`config.mk`:
```
export PLATFORM = sky130hd
export DESIGN_NAME = cv32e40x_rf_write_arbiter
export DESIGN_NICKNAME = d
export VERILOG_FILES = /design/src/rtl/cv32e40x_rf_write_arbiter.sv
export SDC_FILE = /design/constraint.sdc
export NUM_CORES = 1
export LEC_CHECK = 0
export CAP_MARGIN = 25
export CORE_MARGIN = 3
export CORE_UTILIZATION = 30
export CTS_BUF_LIST = sky130_fd_sc_hd__clkbuf_8 sky130_fd_sc_hd__clkbuf_16
export DETAILED_ROUTE_END_ITERATION = 8
export GPL_TIMING_DRIVEN = 0
export PLACE_DENSITY = 0.66
export SLEW_MARGIN = 25
export SYNTH_ARGS = -nofsm -noshare
export SYNTH_HDL_FRONTEND = slang
export SYNTH_SLANG_ARGS = --single-unit
```
`constraint.sdc`:
```
create_clock -name clk -period 10 [get_ports clk]
set_clock_uncertainty 0.2 [all_clocks]
set_input_delay 2 -clock clk [delete_from_list [all_inputs] [get_ports clk]]
set_output_delay 2 -clock clk [all_outputs]
set_load 0.01 [all_outputs]
```
`src/rtl/cv32e40x_rf_write_arbiter.sv`:
```
// Register file write-port arbiter: fixed-priority requester 0, round-robin for the rest,
// same-address conflict stalls and two-cycle pair splitting when only one write port exists.
module cv32e40x_rf_write_arbiter #(
  parameter int NUM_REQ = 3,
  parameter int WPORTS  = 2,
  parameter int DATA_W  = 32
) (
  input  logic                          clk,
  input  logic                          rst_n,
  input  logic [NUM_REQ-1:0]            req_valid_i,
  output logic [NUM_REQ-1:0]            req_ready_o,
  input  logic [NUM_REQ-1:0]            req_pair_i,
  input  logic [NUM_REQ-1:0][4:0]       req_addr_i,
  input  logic [NUM_REQ-1:0][DATA_W-1:0] req_wdata_lo_i,
  input  logic [NUM_REQ-1:0][DATA_W-1:0] req_wdata_hi_i,
  output logic [WPORTS-1:0][4:0]        waddr_o,
  output logic [WPORTS-1:0][DATA_W-1:0] wdata_o,
  output logic [WPORTS-1:0]             we_o,
  output logic                          busy_o
);

  localparam int ADDR_W = 5;
  localparam int IDX_W  = (NUM_REQ > 2) ? 2 : 1;

  typedef enum logic {IDLE, PAIR_HI} state_e;

  state_e             state_q, state_d;
  logic [IDX_W-1:0]   rr_ptr_q, rr_ptr_d;
  logic [IDX_W-1:0]   lock_q, lock_d;
  logic [NUM_REQ-1:0] ready;
  logic [WPORTS-1:0]  we;
  logic               split_start;

  int                 pos;
  int                 used;
  int                 cost;
  logic [IDX_W-1:0]   k;
  logic [ADDR_W-1:0]  a_lo;
  logic [ADDR_W-1:0]  a_hi;
  logic [31:0]        taken;
  logic               stop;
  logic               pair;
  logic               conflict;
  logic               fits;

  function automatic logic [IDX_W-1:0] rr_next(input logic [IDX_W-1:0] idx);
    if (int'(idx) == NUM_REQ - 1) return IDX_W'(1);
    return idx + IDX_W'(1);
  endfunction

  always_comb begin
    state_d     = IDLE;
    rr_ptr_d    = rr_ptr_q;
    lock_d      = lock_q;
    ready       = '0;
    we          = '0;
    waddr_o     = '0;
    wdata_o     = '0;
    split_start = 1'b0;
    used        = 0;
    cost        = 1;
    pos         = 0;
    k           = '0;
    a_lo        = '0;
    a_hi        = '0;
    taken       = '0;
    stop        = 1'b0;
    pair        = 1'b0;
    conflict    = 1'b0;
    fits        = 1'b0;

    if (state_q == PAIR_HI) begin
      // Second half of a split pair owns the port exclusively.
      we[0]          = 1'b1;
      waddr_o[0]     = {req_addr_i[lock_q][ADDR_W-1:1], 1'b1};
      wdata_o[0]     = req_wdata_hi_i[lock_q];
      ready[lock_q]  = 1'b1;
      if (lock_q != '0) rr_ptr_d = rr_next(lock_q);
    end else begin
      for (int j = 0; j < NUM_REQ; j++) begin
        pos = (j == 0) ? 0 : int'(rr_ptr_q) + j - 1;
        if (pos >= NUM_REQ) pos = pos - (NUM_REQ - 1);
        k        = IDX_W'(pos);
        pair     = req_pair_i[k];
        cost     = pair ? 2 : 1;
        a_lo     = pair ? {req_addr_i[k][ADDR_W-1:1], 1'b0} : req_addr_i[k];
        a_hi     = {req_addr_i[k][ADDR_W-1:1], 1'b1};
        conflict = taken[a_lo] || (pair && taken[a_hi]);
        fits     = (used + cost <= WPORTS) || (WPORTS == 1 && pair && used == 0);
        if (!stop && req_valid_i[k]) begin
          // No bypass: the first candidate that cannot go ends granting for this cycle.
          if (!fits || conflict) begin
            stop = 1'b1;
          end else begin
            taken[a_lo] = 1'b1;
            if (pair) taken[a_hi] = 1'b1;
            for (int p = 0; p < WPORTS; p++) begin
              if (p == used) begin
                we[p]      = (a_lo != '0);
                waddr_o[p] = a_lo;
                wdata_o[p] = req_wdata_lo_i[k];
              end
              if (pair && p == used + 1) begin
                we[p]      = 1'b1;
                waddr_o[p] = a_hi;
                wdata_o[p] = req_wdata_hi_i[k];
              end
            end
            if (pair && WPORTS == 1) begin
              split_start = 1'b1;
              state_d     = PAIR_HI;
              lock_d      = k;
              stop        = 1'b1;
            end else begin
              ready[k] = 1'b1;
              if (k != '0) rr_ptr_d = rr_next(k);
            end
            used = used + cost;
          end
        end
      end
    end
  end

  always_ff @(posedge clk or negedge rst_n) begin
    if (!rst_n) begin
      state_q  <= IDLE;
      rr_ptr_q <= IDX_W'(1);
      lock_q   <= '0;
    end else begin
      state_q  <= state_d;
      rr_ptr_q <= rr_ptr_d;
      lock_q   <= lock_d;
    end
  end

  assign req_ready_o = rst_n ? ready : '0;
  assign we_o        = rst_n ? we : '0;
  assign busy_o      = rst_n && (state_q == PAIR_HI || split_start);

  // A requester must hold valid until it has been acknowledged.
  for (genvar g = 0; g < NUM_REQ; g++) begin : g_hold_chk
    hold_valid_a: assert property (@(posedge clk) disable iff (!rst_n)
      (req_valid_i[g] && !req_ready_o[g]) |=> req_valid_i[g]);
  end

endmodule

```
== Word level (Yosys, flattened, before mapping) ==
Memories as Yosys holds them, arrays and structs flattened.
Index checks and enable logic that the tools add are counted.
W data, S select, Z words.

* Register bits after elaboration: 2
* Bits in read-only memories: 48
* Output and inout bits: 80
* Logic and storage cells: 215
* Memories kept: 2

* Add/subtract/negate cells: 12
* Magnitude comparators: 19
* Eq/ne operators: 6
* Multiplexer cells: 135
* Bitwise logic cells: 5
* Reduce and logical (&&, ||, !) cells: 35

{| class="wikitable"
|+ Memories
! name !! words !! bits a word !! read ports !! clocked after Yosys merged registers in !! write ports !! line !! source
|-
| (name not given) || 32 || 1 || 1 || 0 || 0 || 88 || <nowiki>conflict = taken[a_lo] || (pair && taken[a_hi]);</nowiki>
|-
| (name not given) || 16 || 1 || 1 || 0 || 0 || 88 ||
|}

{| class="wikitable"
|+ Operators with widths
! cell !! count
|-
| $mux W32 || 21
|-
| $mux W64 || 6
|-
| $bmux W32 S2 || 4
|-
| $eq A2 B32 Y1 const A || 4
|-
| $logic_not A32 Y1 || 4
|-
| $or A32 B32 Y32 || 3
|-
| $add A32 B2 Y32 const B || 2
|-
| $add A32 B3 Y32 || 2
|-
| $le A32 B3 Y1 const B || 2
|-
| $mux W10 || 6
|-
| $mux W5 || 11
|-
| $mux W2 || 24
|-
| $mux W1 || 42
|-
| $lt A5 B6 Y1 const B || 6
|-
| $bmux W5 S2 || 2
|-
| $ge A5 B1 Y1 const B || 4
|-
| $logic_and A1 B1 Y1 || 15
|-
| $mux W3 || 5
|-
| $reduce_bool A5 Y1 || 3
|-
| $bmux W1 S5 || 2
|-
| $demux W1 S5 || 2
|-
| $bmux W1 S2 || 4
|-
| $bmux W1 S4 || 2
|-
| $demux W1 S4 || 2
|-
| 16 further kinds || 34
|}

== Depth between registers and ports, before layout ==
* Word-level depth: 27
* Depth in mapped cells: 26
* Depth with buffers taken out: 23

== Least setup slack after synthesis ==
Ideal clock, no wire load.

* Path kind: input-to-output
* Start: input port req_pair_i[0]
* End: output port waddr_o[0] (netlist bit)
* Data arrival time: 6.827 ns
* Data required time: 7.800 ns
* Path slack: 0.973 ns
* Stages: 24
* Cells stage by stage: mux2_4 -> mux2_4 -> inv_2 -> ha_1 -> inv_1 -> fa_1 -> o21ai_0 -> a31oi_1 -> o311a_4 -> nand3_4 -> a21oi_4 -> inv_2 -> ha_1 -> inv_1 -> fa_1 -> o21ai_0 -> a2111oi_0 -> o21bai_1 -> a211oi_1 -> nand2_2 -> nand4_1 -> buf_4 -> buf_4 -> mux2i_1

{| class="wikitable"
|+ RTL lines
! element !! line !! source
|-
| from (decl) || 12 || <nowiki>input logic [NUM_REQ-1:0] req_pair_i,</nowiki>
|-
| to (decl) || 16 || <nowiki>output logic [WPORTS-1:0][4:0] waddr_o,</nowiki>
|}

==> impl_metrics.csv <==
group,metric,value,unit
synth,synth_area,6240,um^2
grt,grt_pass1_vias,9212,
clock_tree,clk_latency,0.23,ns
route,via_per_inst,6.12,
critical_path,crit_fanout,10,
finish,area_growth,55.6,%
power,internal_power,1.12,mW
finish,largest_register_ff_count,2,
floorplanning,die_h,150,um
route,antenna_left,0,
synth,syn_nets,1159,
timing,tns,0,ns
synth,syn_area_per_cell,6.64,um^2
timing,worst_pin_slew,1.09,ns
finish,regMostFlops,"rr_ptr_q",
power,p_clk_frac,0.024,
grt,grt_max_degree,11,
timing,max_freq,102,MHz
route,drt_first_pass_iters,7,
critical_path,endpoint_kind,"output pin",
run_status,outcome,"finished, final reports clean",
floorplanning,die_w,150,um
place,portBuffers,289,
clock_tree,clkSinkCount,2,
power,p_sw,1.54,mW
timing,setup_viol,0,
finish,final_layout_size_suffix_gt1_frac,0.0976,
timing,period_needed,9.78,ns
power,pwr-share-comb,0.971,
power,powerDensity,274,nW/um^2
route,vias,9316,
synth,yosysUniqueCellTypes,74,
timing,hold_violations,0,
finish,top_regs,"rr_ptr_q (2)",
grt,grt_pass1_wl,53200,um
finish,fin_nets,1470,
critical_path,start_kind,"primary input",
route,route.detailed.drc,0,
timing,grt_setup_unrepaired,"no",
power,leakage,4.18,nW
power,switching_share,0.578,
power,ir_drop,0.150,mV
synth,yosysSeqAreaShare,0.00822,
place,gp_congestion,0.982,
synth,synth-edff-count,0,
route,post_drt_wl_per_cell,24.0,um
grt,grt.overflow.total,0,
synth,ys_warn_count,0,
timing,slew_headroom,0.270,
timing,min_period_over_period,0.978,
worst_hold_path,hold_class,"reg2reg",
floorplanning,ioPinCount,295,
floorplanning,core-area,20400,um^2
clock_tree,cts_tree,"done",
grt,antenna_found_initial,0,
synth,syn_inst,940,
floorplanning,dieArea,22600,um^2
run,max-cap-violations,0,
synth,synthArstFlopShare,1.00,
floorplanning,initial_utilization,0.307,
grt,grt_usage,0.298,
power,power_frac_seq,0.006,
timing,drv_slew,0,
clock_tree,clk_pin_slew,0.03,ns
clock_tree,cts_made_buffers,3,
critical_path,critical_path_class,"in2out",
route,drt-initial-drc-count,858,
synth,synth_seq_cells,2,
clock_tree,clk_path_buf_depth,2,
clock_tree,cts-root-buf,"clkbuf_16",
floorplanning,row_count,52,
route,wl,36500,um
synth,ys.flop_type,"dfstp_2",
place,hpwl,28100,um
clock_tree,htreeDepth,1,
critical_path,critPathRequiredTime,7.80,ns
power,p_total,2.66,mW
critical_path,cp_data_arrival_time,7.58,ns
-- cells in the final DEF, fill, tap and decap left out, types with 10 or more instances in the layout --
cell type,Yosys,routed
a22oi_1,33,33
clkdlybuf4s50_1,0,211
dlygate4sd2_1,0,47
o22a_1,33,33
o21ai_0,85,83
mux2i_2,0,10
mux2i_1,180,169
o211ai_1,35,35
buf_4,5,19
buf_2,14,13
xnor2_1,10,10
nor2_1,58,58
o21a_1,10,10
inv_1,10,11
buf_1,11,10
clkbuf_2,0,23
nor3_1,17,17
clkbuf_1,65,61
nand3_1,15,14
o22ai_1,33,28
a21oi_1,57,57
nand2_1,125,125
-- critical path: stages --
cell,delay (ns)
clkdlybuf4s50_1,0.42
mux2_4,0.27
mux2_4,0.30
inv_8,0.08
ha_1,0.15
inv_1,0.05
fa_1,0.52
o21ai_1,0.12
a31oi_1,0.19
o311a_4,0.24
nand3_4,0.13
a21oi_4,0.27
inv_4,0.08
ha_1,0.19
inv_1,0.06
fa_1,0.43
o21ai_2,0.20
a2111oi_2,0.08
o21bai_1,0.21
a211oi_2,0.37
nand2_2,0.17
nand4_1,0.18
buf_6,0.18
buf_12,0.17
mux2i_1,0.18
dlygate4sd2_1,0.33
-- final cells by class --
type	instances	area, um^2
buffer	100	515
tap	270	338
inverter	12	55.1
multi-input combinational	826	5820
fill	2116	10600
sequential	2	51.3
clock buffer	3	75.1
timing repair buffer	306	2860
antenna	1	2.50
clock inverter	1	3.75
-- path summary, 6_finish.rpt --
path | startpoint | to | slack, ns | cells past startpoint
hold reg to reg | rr_ptr_q[1] | rr_ptr_q[1] | 1.08 | 5
setup / recovery | req_pair_i[0] | wdata_o[21] | 0.22 | 26
min in group asynchronous | rst_n | rr_ptr_q[1] | 1.92 | 1
max in group asynchronous | rst_n | rr_ptr_q[0] | 7.32 | 1
setup reg to reg | rr_ptr_q[0] | rr_ptr_q[0] | 4.30 | 24
hold / removal | rr_ptr_q[1] | rr_ptr_q[1] | 1.08 | 5
-- logic make-up after synthesis --
group	Yosys count	share of synthesized area
DFF	2	0.00822
buffers and inverters	112	0.0792
adders and majority gates	4	0.0104
and+or+nand+nor	262	0.188
other	1	0.000601
xor gates and xnor gates	10	0.0140
AOI/OAI and AO/OA	359	0.392
muxes	190	0.308
-- metrics by stage --
step | utilization | cells | hold slack, ns | cell area (um^2) | setup slack, ns
after floorplan | - | 940 | 0.874 | 6240 | 0.973
after global placement | 0.465 | 1499 | 1.06 | 9470 | -1.49
after detailed placement | 0.465 | 1499 | 1.06 | 9470 | -1.51
after CTS | 0.475 | 1514 | 1.07 | 9680 | -0.170
after global routing | 0.477 | 1520 | 1.15 | 9710 | 0.00211
final | 0.477 | 1521 | 1.08 | 9720 | 0.223
-- per-layer routing --
| metal | global-route usage | wire length (um) | up-vias |
|---|---|---|---|
| met5 | 0 | 0 | - |
| met4 | 0.143 | 1890 | 0 |
| met3 | 0.0518 | 3840 | 120 |
| met2 | 0.472 | 16000 | 574 |
| met1 | 0.392 | 14800 | 4398 |
| li1 | - | - | 4224 |
-- synthesized netlist by cell type (3+ instances only) --
master | count | area, um^2
a221oi_1 | 5 | 43.8
inv_1 | 10 | 37.5
or3b_2 | 3 | 26.3
a32oi_1 | 9 | 78.8
a211oi_1 | 6 | 45.0
nand4_1 | 7 | 43.8
o2111ai_1 | 4 | 35.0
nor2_1 | 58 | 218
buf_6 | 5 | 56.3
nor3_1 | 17 | 85.1
clkbuf_1 | 65 | 244
buf_2 | 14 | 70.1
nand2b_1 | 9 | 56.3
nand2_1 | 125 | 469
mux2_2 | 8 | 90.1
nand3_1 | 15 | 75.1
o22a_1 | 33 | 289
and3_1 | 3 | 18.8
o21a_1 | 10 | 75.1
buf_1 | 11 | 41.3
xnor2_1 | 10 | 87.6
o21ai_0 | 85 | 425
a22o_1 | 3 | 26.3
a22oi_1 | 33 | 248
nor4_1 | 3 | 18.8
o31ai_1 | 6 | 45.0
nand3b_1 | 5 | 37.5
and2_1 | 3 | 18.8
o22ai_1 | 33 | 206
mux2i_1 | 180 | 1800
a21oi_1 | 57 | 285
nor2b_1 | 4 | 25.0
a31oi_1 | 9 | 56.3
buf_4 | 5 | 37.5
o211ai_1 | 35 | 263
or3_1 | 3 | 18.8
-- what timing repair did --
action | CTS | global route
cloned | 1 | 0
pin swaps | 6 | 7
resized for setup | 113 | 74
setup endpoints to repair | 78 | 78
setup buffers | 10 | 6
hold buffers | 0 | 0
-- power groups by stage --
stage | combinational [mW] | clock, mW | sequential [mW]
floorplan | 1.50 | 0 | 0.0154
global placement | 2.47 | 0 | 0.0155
detailed placement | 2.46 | 0 | 0.0155
CTS | 2.48 | 0.0628 | 0.0154
global route | 2.72 | 0.0636 | 0.0159
finish | 2.58 | 0.0628 | 0.0154
(Power assumes the default switching activity.)
